===== src/rtl/modn_counter.sv =====
// Modulo-N up/down counter with enable, synchronous clear, clamped parallel load,
// zero-latency terminal count for cascading, and a saturating wrap counter.
module modn_counter #(
  parameter int unsigned MODULUS = 3,
  parameter int unsigned WRAP_W  = 8,
  localparam int unsigned W      = (MODULUS > 1) ? $clog2(MODULUS) : 1
) (
  input  logic              clk,
  input  logic              rstn,
  input  logic              en,
  input  logic              up,
  input  logic              clr,
  input  logic              load,
  input  logic [W-1:0]      load_val,
  output logic [W-1:0]      count,
  output logic              tc,
  output logic              load_err,
  output logic [WRAP_W-1:0] wrap_cnt
);

  if (MODULUS < 2) begin : g_bad_modulus
    $error("modn_counter: MODULUS must be >= 2");
  end

  localparam logic [W-1:0]      CNT_MAX  = W'(MODULUS - 1);
  localparam logic [W:0]        MOD_EXT  = (W + 1)'(MODULUS);
  localparam logic [WRAP_W-1:0] WRAP_SAT = {WRAP_W{1'b1}};

  logic              at_top;
  logic              at_bot;
  logic              clamp;
  logic              wrap_evt;
  logic [W-1:0]      count_nxt;
  logic              err_nxt;
  logic [WRAP_W-1:0] wrap_nxt;

  // Next-state selection with priority clr > load > en > hold
  always_comb begin
    at_top    = (count == CNT_MAX);
    at_bot    = (count == '0);
    clamp     = ({1'b0, load_val} >= MOD_EXT);
    wrap_evt  = 1'b0;
    count_nxt = count;
    err_nxt   = 1'b0;
    wrap_nxt  = wrap_cnt;

    if (clr) begin
      count_nxt = '0;
      wrap_nxt  = '0;
    end else if (load) begin
      count_nxt = clamp ? CNT_MAX : load_val;
      err_nxt   = clamp;
    end else if (en) begin
      if (up) begin
        count_nxt = at_top ? '0 : count + W'(1);
        wrap_evt  = at_top;
      end else begin
        count_nxt = at_bot ? CNT_MAX : count - W'(1);
        wrap_evt  = at_bot;
      end
    end

    if (wrap_evt && (wrap_cnt != WRAP_SAT)) begin
      wrap_nxt = wrap_cnt + WRAP_W'(1);
    end
  end

  // Terminal count is combinational so a downstream stage's en sees it on the same edge
  always_comb begin
    tc = rstn & en & ~clr & ~load & ((up & at_top) | (~up & at_bot));
  end

  always_ff @(posedge clk or negedge rstn) begin
    if (!rstn) begin
      count    <= '0;
      load_err <= 1'b0;
      wrap_cnt <= '0;
    end else begin
      count    <= count_nxt;
      load_err <= err_nxt;
      wrap_cnt <= wrap_nxt;
    end
  end

  a_count_in_range : assert property (@(posedge clk) disable iff (!rstn) count <= CNT_MAX);

endmodule


===== config.mk =====
export PLATFORM = sky130hd
export DESIGN_NAME = modn_counter
export DESIGN_NICKNAME = d
export VERILOG_FILES = /design/src/rtl/modn_counter.sv
export SDC_FILE = /design/constraint.sdc
export NUM_CORES = 1
export LEC_CHECK = 0
export ABC_CLOCK_PERIOD_IN_PS = 2400
export CAP_MARGIN = 10
export CORE_ASPECT_RATIO = 1.2
export CORE_MARGIN = 3
export CORE_UTILIZATION = 45
export DETAILED_ROUTE_END_ITERATION = 6
export PLACE_DENSITY = 0.83
export RECOVER_POWER = 25
export SYNTH_ARGS = -nofsm -noshare
export SYNTH_HDL_FRONTEND = slang
export SYNTH_SLANG_ARGS = --single-unit

===== constraint.sdc =====
create_clock -name clk -period 2.4 [get_ports clk]
set_input_delay 0.48 -clock clk [delete_from_list [all_inputs] [get_ports clk]]
set_output_delay 0.48 -clock clk [all_outputs]
set_load 0.1 [all_outputs]

==> impl_results.md <==
- Status: completed
- Share of cells above drive strength 1: 29.52%
- Critical Path RT: 1920 ps
- Layout Area Growth over Synthesis: 32.95%
- Slowest stage delay, CP: 510 ps
- Root Buffer: clkbuf_4
- Reg clk slew, reported paths: 70 ps
- Synth cell types: 35
- Met3 routed WL: 80 microns
- Starting Density: 49.96%
- Top_reg_cell synth: dfrtp_1
- Slowest CP cell: clkdlybuf4s50_1
- Pins Over Slew Limit: 0
- Final ANT Viol Nets: 0
- Die height: 51 microns
- Async S/R FF share, synth: 100.0%
- Max IR drop VDD: 0.0002196 V
- Crit start category: input port
- Die width: 43.50 microns
- Seq/Total Area, Yosys: 36.24%
- Warnings, synthesis: 0
- DR vias/cell: 5.762
- Cell Rows: 15
- Postcts setup bufs: 0
- Setup WS pre-CTS: 208.5 ps
- NetSw: 0.1715 mW
- Worst Hold Class: reg -> reg
- Via count: 703
- Cell Area, Synth: 759.5 sq um
- RSZ-0062 raised after global routing: false
- Post-Synthesis Cells: 78
- DP Area: 987.2 sq um
- CTS tree: built
- Vias in the first global route: 681
- WS Path Type: in -> out
- Final Non-Filler Cells: 122
- Commonest cells in the netlist: dfrtp_1, a21oi_1, ha_1, inv_1
- Sink Count: 11
- Syn nets: 92
- Placed Instances: 118
- All-Layer GR Usage: 18.61%
- Hold Slack: 551.9 ps
- Rel. slew slack: 60.43%
- Number of buffers created by CTS: 3
- Maxcap violations: 0
- Initial antenna violation count: 0
- Count of final setup violators: 0
- Post_cts resized: 0
- Clk_skew: 2.083 ps
- N_diodes: 0
- CP Cell Sequence: clkdlybuf4s50_1, mux2_4, and3_2, buf_12
- Highest Signal Layer: met4
- Synthesized flop and latch total: 11
- Latest clock arrival within the worst-skew pair: 280 ps
- Post-DP HPWL: 1481 microns
- Final Hold Fails: 0
- Residual DRC: 0
- Largest net degree at the start of global routing: 12
- Most area-consuming cells after synthesis: dfrtp_1, ha_1, a21oi_1, mux2_4, o21ai_0
- M1 WL: 820 microns
- F_max: 0.4557 GHz
- Cell-internal power: 0.3030 mW
- Pwr/cell area: 469.9 nW/um^2
- Comb power frac: 29.7%
- Switch share: 36.14%
- Clock share of power: 27.9%
- Nets: 120
- First-pass GRT wire length: 3001 microns
- Met2 wire length: 917 microns
- Crit path DAT: 1710 ps
- Ports: 20
- Grt total ovfl: 0
- Synth area leader: dfrtp_1
- Mapped Avg Cell Area: 9.737 sq um
- Final TNS setup: 0 ps
- Gpl congestion: 0.8389
- Critical path fanouts, max: 4
- Final Cycle Share: 91.44%
- Drt initial violations: 6
- Pleak: 0.4618 nW
- Die area: 2219 sq um
- Cts hold-fix bufs: 0
- Clock buffer depth: 2
- Total iterations of the first detailed-routing run: 4
- Min Tclk post-route: 2195 ps
- Fin area: 1010 sq um
- Post-synth EDFFs: 0
- Routed len/inst: 15.27 microns
- Slew at the pin with the worst max-slew slack: 593.5 ps
- Nature of the critical path endpoint: output pin
- Buffers on Ports: 19
- Htree depth: 1
- Cell with the most instances after synthesis: dfrtp_1
- Post-Route WL: 1863 microns
- Flop pwr share: 42.4%
- Yosys top cell area share: 36.24%
- Post-route setup slack: 205.4 ps
- Core footprint: 1520 sq um
[state kept, by name, indices dropped and copies added, names as in the netlist]
signal	flops
wrap_cnt	8
count	2
load_err	1
[placed cells by master, fill, tap and decap left out, types with 2 or more instances in the layout]
master and n:
clkbuf_1 2, clkdlybuf4s50_1 6, o21ai_0 5, nand4_1 2, nor2_1 5, inv_1 6, nand2_1 3, buf_4 14
mux2_4 2, dfrtp_1 9, nand3_1 4, a211oi_1 2, a21oi_1 6, dfrtp_2 2, clkbuf_4 3, ha_1 6
a31oi_1 2
[power by group through the flow]
stage	Clock [mW]	Combinational (mW)	Sequential, mW
floorplan	0	0.0478	0.250
global placement	0	0.140	0.204
detailed placement	0	0.143	0.205
CTS	0.132	0.143	0.201
global route	0.141	0.151	0.203
finish	0.132	0.141	0.201
[through the flow]
| step | power (mW) | util (%) |
|---|---|---|
| after global routing | 0.4941 | 66.42 |
| after floorplan | 0.2983 | - |
| after CTS | 0.4765 | 66.67 |
| final | 0.4745 | 66.42 |
| after detailed placement | 0.3477 | 64.94 |
| after global placement | 0.3439 | 64.94 |
[cells by family after synthesis]
kind of cell	share of synthesized area (%)
flops	36.24
simple gates	23.07
buf+inv	2.965
compound gates	20.76
fa+ha+maj	9.884
mux	7.084
[cell type report]
class | instances | area [sq um]
Timing Repair Buffer | 23 | 198.9
Sequential cell | 11 | 277.8
Inverter | 6 | 22.52
Multi-Input combinational cell | 61 | 462.9
Fill cell | 124 | 510.5
Tap cell | 17 | 21.27
Clock buffer | 4 | 26.28
[final timing paths]
path	start	endpoint	slack, ps	depth (start not counted)
max reg2reg	wrap_cnt[0]$_DFFE_PN0P_	wrap_cnt[3]$_DFFE_PN0P_	660	5
min	wrap_cnt[6]$_DFFE_PN0P_	wrap_cnt[6]$_DFFE_PN0P_	550	1
min in group asynchronous	rstn	wrap_cnt[6]$_DFFE_PN0P_	800	2
max in group asynchronous	rstn	count[0]$_DFFE_PN0P_	1180	2
max	up	tc	210	4
min reg2reg	wrap_cnt[6]$_DFFE_PN0P_	wrap_cnt[6]$_DFFE_PN0P_	550	1
[critical path: cells and delay by family]
kind / cells / cell delay (ps)
buffers and inverters: 2 / 670
muxes: 1 / 330
and+or+nand+nor: 1 / 220
[layer usage]
| layer | global-route usage, % | up-vias |
|---|---|---|
| met3 | 3.521 | 5 |
| met2 | 32.02 | 19 |
| met4 | 10.55 | 0 |
| met5 | 0 | - |
| met1 | 21.01 | 337 |
| li1 | - | 342 |
Power figures use the tool's default switching activity.
